<file path="src/rtl/lsu_pkg.sv">
// Shared encodings for the load/store unit: access codes, FSM states and a
// helper that recognises legal load codes.
package lsu_pkg;

    localparam logic [2:0] LOAD_DISABLE = 3'd0;
    localparam logic [2:0] LOAD_LB      = 3'd1;
    localparam logic [2:0] LOAD_LH      = 3'd2;
    localparam logic [2:0] LOAD_LW      = 3'd3;
    localparam logic [2:0] LOAD_LBU     = 3'd4;
    localparam logic [2:0] LOAD_LHU     = 3'd5;

    localparam logic [1:0] STORE_DISABLE = 2'd0;
    localparam logic [1:0] STORE_SB      = 2'd1;
    localparam logic [1:0] STORE_SH      = 2'd2;
    localparam logic [1:0] STORE_SW      = 2'd3;

    typedef enum logic [1:0] {
        LSU_IDLE = 2'd0,
        LSU_REQ  = 2'd1,
        LSU_RESP = 2'd2,
        LSU_ERR  = 2'd3
    } lsu_state_t;

    function automatic logic load_code_ok(input logic [2:0] code);
        return (code >= LOAD_LB) && (code <= LOAD_LHU);
    endfunction

endpackage

</file>
<file path="src/rtl/lsu_align.sv">
// Combinational lane logic: store strobes/replication, load extraction with
// sign or zero extension, and the misalignment flag for the given code.
module lsu_align
    import lsu_pkg::*;
(
    input  logic [2:0]  i_load,
    input  logic [1:0]  i_store,
    input  logic [1:0]  i_lane,
    input  logic [31:0] i_sdata,
    input  logic [31:0] i_rdata,
    output logic [3:0]  o_wstrb,
    output logic [31:0] o_wdata,
    output logic [31:0] o_ldata,
    output logic        o_misalign
);

    logic [7:0]  w_byte;
    logic [15:0] w_half;

    always_comb begin
        w_byte = i_rdata[7:0];
        case (i_lane)
            2'd0: w_byte = i_rdata[7:0];
            2'd1: w_byte = i_rdata[15:8];
            2'd2: w_byte = i_rdata[23:16];
            2'd3: w_byte = i_rdata[31:24];
            default: w_byte = i_rdata[7:0];
        endcase
        w_half = i_lane[1] ? i_rdata[31:16] : i_rdata[15:0];
    end

    always_comb begin
        o_wstrb    = 4'b0000;
        o_wdata    = i_sdata;
        o_ldata    = 32'd0;
        o_misalign = 1'b0;
        if (i_load != LOAD_DISABLE) begin
            case (i_load)
                LOAD_LB:  o_ldata = {{24{w_byte[7]}}, w_byte};
                LOAD_LBU: o_ldata = {24'd0, w_byte};
                LOAD_LH: begin
                    o_ldata    = {{16{w_half[15]}}, w_half};
                    o_misalign = i_lane[0];
                end
                LOAD_LHU: begin
                    o_ldata    = {16'd0, w_half};
                    o_misalign = i_lane[0];
                end
                LOAD_LW: begin
                    o_ldata    = i_rdata;
                    o_misalign = (i_lane != 2'd0);
                end
                default: o_ldata = 32'd0;
            endcase
        end else begin
            case (i_store)
                STORE_SB: begin
                    o_wdata = {4{i_sdata[7:0]}};
                    o_wstrb = 4'b0001 << i_lane;
                end
                STORE_SH: begin
                    o_wdata    = {2{i_sdata[15:0]}};
                    o_wstrb    = i_lane[1] ? 4'b1100 : 4'b0011;
                    o_misalign = i_lane[0];
                end
                STORE_SW: begin
                    o_wdata    = i_sdata;
                    o_wstrb    = 4'b1111;
                    o_misalign = (i_lane != 2'd0);
                end
                default: o_wstrb = 4'b0000;
            endcase
        end
    end

endmodule

</file>
<file path="src/rtl/lsu.sv">
// Load/store unit: accepts decoded load/store requests, runs the valid/ready
// exchange with word-organised data memory and returns extended load data.
module lsu
    import lsu_pkg::*;
#(
    parameter int TIMEOUT_CYCLES = 255
) (
    input  logic        clk,
    input  logic        rst,
    input  logic        req_valid,
    output logic        req_ready,
    input  logic [2:0]  is_load,
    input  logic [1:0]  is_store,
    input  logic [31:0] addr,
    input  logic [31:0] store_data,
    output logic        done,
    output logic        err,
    output logic [31:0] load_data,
    output logic        mem_req,
    output logic        mem_we,
    output logic [31:0] mem_addr,
    output logic [3:0]  mem_wstrb,
    output logic [31:0] mem_wdata,
    input  logic        mem_ready,
    input  logic [31:0] mem_rdata
);

    localparam logic [8:0] TMO = 9'(TIMEOUT_CYCLES);

    lsu_state_t  r_state;
    lsu_state_t  w_state_next;
    logic [2:0]  r_load;
    logic [1:0]  r_store;
    logic [1:0]  r_lane;
    logic [31:0] r_sdata;
    logic [7:0]  r_cnt;
    logic        r_req_ready;
    logic        r_done;
    logic        r_err;
    logic [31:0] r_load_data;
    logic        r_mem_req;
    logic        r_mem_we;
    logic [31:0] r_mem_addr;
    logic [3:0]  r_mem_wstrb;
    logic [31:0] r_mem_wdata;

    logic        w_accept;
    logic        w_in_req;
    logic [1:0]  w_in_store;
    logic [2:0]  w_al_load;
    logic [1:0]  w_al_store;
    logic [1:0]  w_al_lane;
    logic [31:0] w_al_sdata;
    logic [3:0]  w_wstrb;
    logic [31:0] w_wdata;
    logic [31:0] w_ldata;
    logic        w_misalign;
    logic [8:0]  w_cnt_inc;
    logic        w_timeout;

    // A load code masks any simultaneous store code.
    assign w_in_store = (is_load != LOAD_DISABLE) ? STORE_DISABLE : is_store;
    assign w_accept   = req_valid && r_req_ready &&
                        (load_code_ok(is_load) ||
                         ((is_load == LOAD_DISABLE) && (is_store != STORE_DISABLE)));
    assign w_in_req   = (r_state == LSU_REQ);

    // Outside REQ the lane logic evaluates the incoming request; inside REQ it
    // uses the latched access so load data is extracted from the right lane.
    assign w_al_load  = w_in_req ? r_load  : is_load;
    assign w_al_store = w_in_req ? r_store : w_in_store;
    assign w_al_lane  = w_in_req ? r_lane  : addr[1:0];
    assign w_al_sdata = w_in_req ? r_sdata : store_data;

    lsu_align u_align (
        .i_load     (w_al_load),
        .i_store    (w_al_store),
        .i_lane     (w_al_lane),
        .i_sdata    (w_al_sdata),
        .i_rdata    (mem_rdata),
        .o_wstrb    (w_wstrb),
        .o_wdata    (w_wdata),
        .o_ldata    (w_ldata),
        .o_misalign (w_misalign)
    );

    assign w_cnt_inc = {1'b0, r_cnt} + 9'd1;
    assign w_timeout = (TMO != 9'd0) && (w_cnt_inc == TMO);

    always_comb begin
        w_state_next = r_state;
        case (r_state)
            LSU_REQ: begin
                if (mem_ready) begin
                    w_state_next = LSU_RESP;
                end else if (w_timeout) begin
                    w_state_next = LSU_ERR;
                end
            end
            default: begin
                if (w_accept) begin
                    w_state_next = w_misalign ? LSU_ERR : LSU_REQ;
                end else begin
                    w_state_next = LSU_IDLE;
                end
            end
        endcase
    end

    always_ff @(posedge clk or posedge rst) begin
        if (rst) begin
            r_state     <= LSU_IDLE;
            r_load      <= LOAD_DISABLE;
            r_store     <= STORE_DISABLE;
            r_lane      <= 2'd0;
            r_sdata     <= 32'd0;
            r_cnt       <= 8'd0;
            r_req_ready <= 1'b1;
            r_done      <= 1'b0;
            r_err       <= 1'b0;
            r_load_data <= 32'd0;
            r_mem_req   <= 1'b0;
            r_mem_we    <= 1'b0;
            r_mem_addr  <= 32'd0;
            r_mem_wstrb <= 4'd0;
            r_mem_wdata <= 32'd0;
        end else begin
            r_state     <= w_state_next;
            r_req_ready <= (w_state_next != LSU_REQ);
            r_done      <= (w_state_next == LSU_RESP) || (w_state_next == LSU_ERR);
            r_err       <= (w_state_next == LSU_ERR);
            r_mem_req   <= (w_state_next == LSU_REQ);
            if (w_accept) begin
                r_load  <= is_load;
                r_store <= w_in_store;
                r_lane  <= addr[1:0];
                r_sdata <= store_data;
                r_cnt   <= 8'd0;
                if (!w_misalign) begin
                    r_mem_we    <= (w_in_store != STORE_DISABLE);
                    r_mem_addr  <= {addr[31:2], 2'b00};
                    r_mem_wstrb <= w_wstrb;
                    r_mem_wdata <= w_wdata;
                end
            end else if (w_in_req && !mem_ready) begin
                r_cnt <= r_cnt + 8'd1;
            end
            if (w_in_req && mem_ready && (r_load != LOAD_DISABLE)) begin
                r_load_data <= w_ldata;
            end
        end
    end

    assign req_ready = r_req_ready;
    assign done      = r_done;
    assign err       = r_err;
    assign load_data = r_load_data;
    assign mem_req   = r_mem_req;
    assign mem_we    = r_mem_we;
    assign mem_addr  = r_mem_addr;
    assign mem_wstrb = r_mem_wstrb;
    assign mem_wdata = r_mem_wdata;

endmodule
</file>
<file path="config.mk">
export PLATFORM = sky130hd
export DESIGN_NAME = lsu
export DESIGN_NICKNAME = d
export VERILOG_FILES = /design/src/rtl/lsu_pkg.sv /design/src/rtl/lsu_align.sv /design/src/rtl/lsu.sv
export SDC_FILE = /design/constraint.sdc
export NUM_CORES = 1
export LEC_CHECK = 0
export BUFFER_PORTS_ARGS = -buffer_cell sky130_fd_sc_hd__buf_4
export CAP_MARGIN = 15
export CORE_UTILIZATION = 57
export CTS_CLUSTER_SIZE = 8
export DETAILED_ROUTE_END_ITERATION = 16
export PLACE_DENSITY = 0.86
export REMOVE_ABC_BUFFERS = 1
export SLEW_MARGIN = 20
export SYNTH_ARGS = -nofsm -noshare
export SYNTH_HDL_FRONTEND = slang
export SYNTH_SLANG_ARGS = --single-unit
export TNS_END_PERCENT = 1
</file>
<file path="constraint.sdc">
create_clock -name clk -period 11.6 [get_ports clk]
set_input_delay 0.58 -clock clk [delete_from_list [all_inputs] [get_ports clk]]
set_output_delay 0.58 -clock clk [all_outputs]
set_load 0.01 [all_outputs]
</file>
==> key figures <==
Status
  • Status: finished, final reports clean

Worst setup path
  • Critical path origin: r_state[0]$_DFF_PP0_
  • Register-to-Register Path Depth: 11
  • Buf/Inv on CP: 2
  • Cells along the critical path: nor2b_2 > nand2_1 > o21ai_0 > ha_1 > clkinv_1 > nor3_1 > o311ai_2 > a21oi_2 > or3_4 > buf_4 > mux2_2
  • Critical Path End Type: register
  • Slowest-stage cell, CP: nor2b_2
  • CP Max Fanout: 66
  • FF-to-FF setup slack: 6.96 ns
  • Critical path depth in cells: 11
  • Arrival @ worst endpoint: 4.94 ns
  • CP required: 11.90 ns
  • CP Launch Type: register
  • End point of the critical path: mem_wdata[17]$_DFFE_PP0P_
  • Worst R2R Start: r_state[0]$_DFF_PP0_
  • Critical path class: reg2reg
  • Slowest Stage Delay on Critical Path: 0.85 ns
  • R2r endpoint: mem_wdata[17]$_DFFE_PP0P_
  • Worst path top cell family by delay: simple AND/OR/NAND/NOR gates

Global route
  • Total global-route track usage: 31.47%
  • Number of global-route vias before repair: 6551
  • Largest net degree at the start of global routing: 90
  • Antenna violations before repair: 0
  • Total congestion overflow: 0
  • First-pass GRT wire length: 34.63 mm

STA
  • Slew @ Worst Pin: 1.109 ns
  • Post-route clock skew: 0.007559 ns
  • Fin Setup TNS: 0 ns
  • Final min period: 4.637 ns
  • F_max: 0.2157 GHz
  • Final Setup Violations: 0
  • Max-slew violations: 0
  • Unrepaired setup endpoints after global routing: no
  • Worst rel slew slack: 26.04%
  • Fin crit share: 39.97%
  • Post-route worst setup slack: 6.963 ns
  • Final Hold Viols: 0

Job
  • MaxCap Viol Count: 0

Clocking
  • H-Tree Depth: 4
  • TritonCTS Buffers: 17
  • Hold_buf cts: 0
  • Post-CTS setup buffer count: 0
  • Clock latency on the worst-skew pair: 0.42 ns
  • Post-CTS sizing: 0
  • Clock Tree Buf Depth: 2
  • Sinks on Clock Net: 152
  • Root Driver: clkbuf_16
  • Clk slew on worst S/H paths: 0.06 ns
  • CTS tree: done

Power
  • PnR Total Power: 0.002696 W
  • Peak VDD IR: 143.5 µV
  • Lkg Pwr: 4.894 nW
  • Power Dens Cells: 267.6 nW/µm²

Placed design
  • IO Port Bufs: 207
  • GPL Wtd Cong: 0.8621
  • Cells after DPL: 1029
  • Post-place instance area: 9403 µm²
  • Post-DP HPWL: 14.30 mm
  • Place WS: 6.938 ns

Final layout
  • Fin area: 10070 µm²
  • Area Overhead vs Synth: 29.55%
  • Non-Filler Instances: 1060
  • Proportion of layout cells with a drive suffix above 1: 40.72%
  • Most frequent cells in the layout: buf_4, dfrtp_1, nand2_1
  • Commonest non-fill, non-tap cell in the layout: buf_4
  • Ant. Diodes: 0
  • Nets: 983
  • FILL cells: 895

Drt
  • Via Count: 6490
  • Initial DRC Count: 539
  • DR DRC count: 0
  • Routed wire length: 21.47 mm
  • Final ANT Viol Nets: 0
  • Post-DR wirelength/cell: 20.26 µm
  • Via density: 6.123
  • Detailed Routing Iterations Pass 1: 5

Floorplan
  • Starting Density: 58.48%
  • Ports: 210
  • # rows: 42
  • Area of the core: 13300 µm²
  • Die area: 14110 µm²
  • Die height: 118.8 µm
  • DIE WIDTH: 118.8 µm

Synth
  • Synth Area in Compound Gates: 13.12%
  • Top_reg_cell synth: dfrtp_1
  • Post-synthesis sequential area ratio: 48.94%
  • Post-synthesis cell type count: 70
  • Post-synthesis simple-gate area fraction: 10.78%
  • Largest family of logic cells by synthesized area: multiplexers
  • Multiplexer share of the synthesized area: 21.50%
  • XOR/XNOR Fraction of Synth Area: 1.239%
  • #FFs+latches synth: 152
  • Syn. warnings: 0
  • Area share of fa/ha/maj cells after synthesis: 0.9656%
  • Syn Area/Cell: 11.42 µm²
  • EDFF count, synth: 0
  • Gate Count Post-Synth: 681
  • Synth async-reset ratio: 100.0%
  • Cell area after synthesis: 7775 µm²

Min path
  • HP Class: in2async
==> synth_stat cells (6+ instances only) <==
master     count  area share [%]
a21oi_1       20             1.3
a221o_1       24             3.1
a22o_1         8            0.90
a31oi_1        6            0.48
buf_2         10            0.64
buf_6          7             1.0
clkbuf_1      22             1.1
dfrtp_1      151              49
ha_1           6            0.97
inv_1          7            0.34
mux2_2        54             7.8
mux2_4        40             7.7
mux2i_1       37             4.8
nand2_1      105             5.1
nand3_1        8            0.51
nor2_1        33             1.6
o21ai_0       39             2.5
o22ai_1        9            0.72
o2bb2ai_1      8            0.90
xor2_1         7            0.79
==> per-stage QoR <==
stage                     utilization, %  hold WS [ns]
after floorplan                        -        0.4450
after global placement             70.72        0.4561
after detailed placement           70.72        0.4661
after CTS                          75.65        0.3274
after global routing               75.76        0.3501
final                              75.76        0.3024
==> state kept, by name, indices dropped and copies added, names as in the netlist <==
signal / count
mem_addr: 30
done: 1
r_lane: 2
mem_wstrb: 4
r_load: 3
load_data: 32
mem_req: 1
mem_wdata: 32
r_store: 2
r_cnt: 8
r_state: 2
r_sdata: 32
mem_we: 1
err: 1
req_ready: 1
==> worst min path at each step <==
| stage | start | endpoint | slack [ns] | cells past startpoint |
|---|---|---|---|---|
| floorplan | r_sdata[16]$_DFFE_PP0P_ | r_sdata[16]$_DFFE_PP0P_ | 0.44 | 2 |
| global placement | r_sdata[30]$_DFFE_PP0P_ | r_sdata[30]$_DFFE_PP0P_ | 0.46 | 2 |
| detailed placement | r_sdata[16]$_DFFE_PP0P_ | r_sdata[16]$_DFFE_PP0P_ | 0.47 | 2 |
| CTS | rst | mem_addr[7]$_DFFE_PP0P_ | 0.33 | 2 |
| global route | store_data[22] | r_sdata[22]$_DFFE_PP0P_ | 0.35 | 3 |
| finish | rst | mem_addr[26]$_DFFE_PP0P_ | 0.30 | 2 |
==> logic make-up after synthesis <==
logic type,count (synthesis)
xor+xnor,11
fa+ha+maj,6
simple gates,182
compound gates,140
other cells,1
buf+inv,51
mux,138
flops,152
==> where the power goes <==
part           internal [W]  switching (W)  total, W
clock              0.000403       0.000219  0.000622
sequential         0.000758       0.000167  0.000925
combinational      0.000610       0.000538   0.00115
==> layer usage <==
layer / up-vias / global-route usage, % / wire length [µm]
met5: - / 0 / 0
met4: 0 / 12.90 / 592
met3: 61 / 8.832 / 1892
met2: 362 / 52.08 / 10640
met1: 3214 / 38.74 / 8344
li1: 2853 / - / -
==> final cells by class <==
type	count	area, µm²	share of cell area (%)
repair buffers	214	1607	15.95
flip-flops and latches	152	3805	37.78
inverters	8	35.03	0.3478
clock inverters	12	222.7	2.211
clock buffers	19	432.9	4.298
well taps	176	220.2	2.186
multi-input cells	479	3750	37.23
Power figures use the tool's default switching activity.
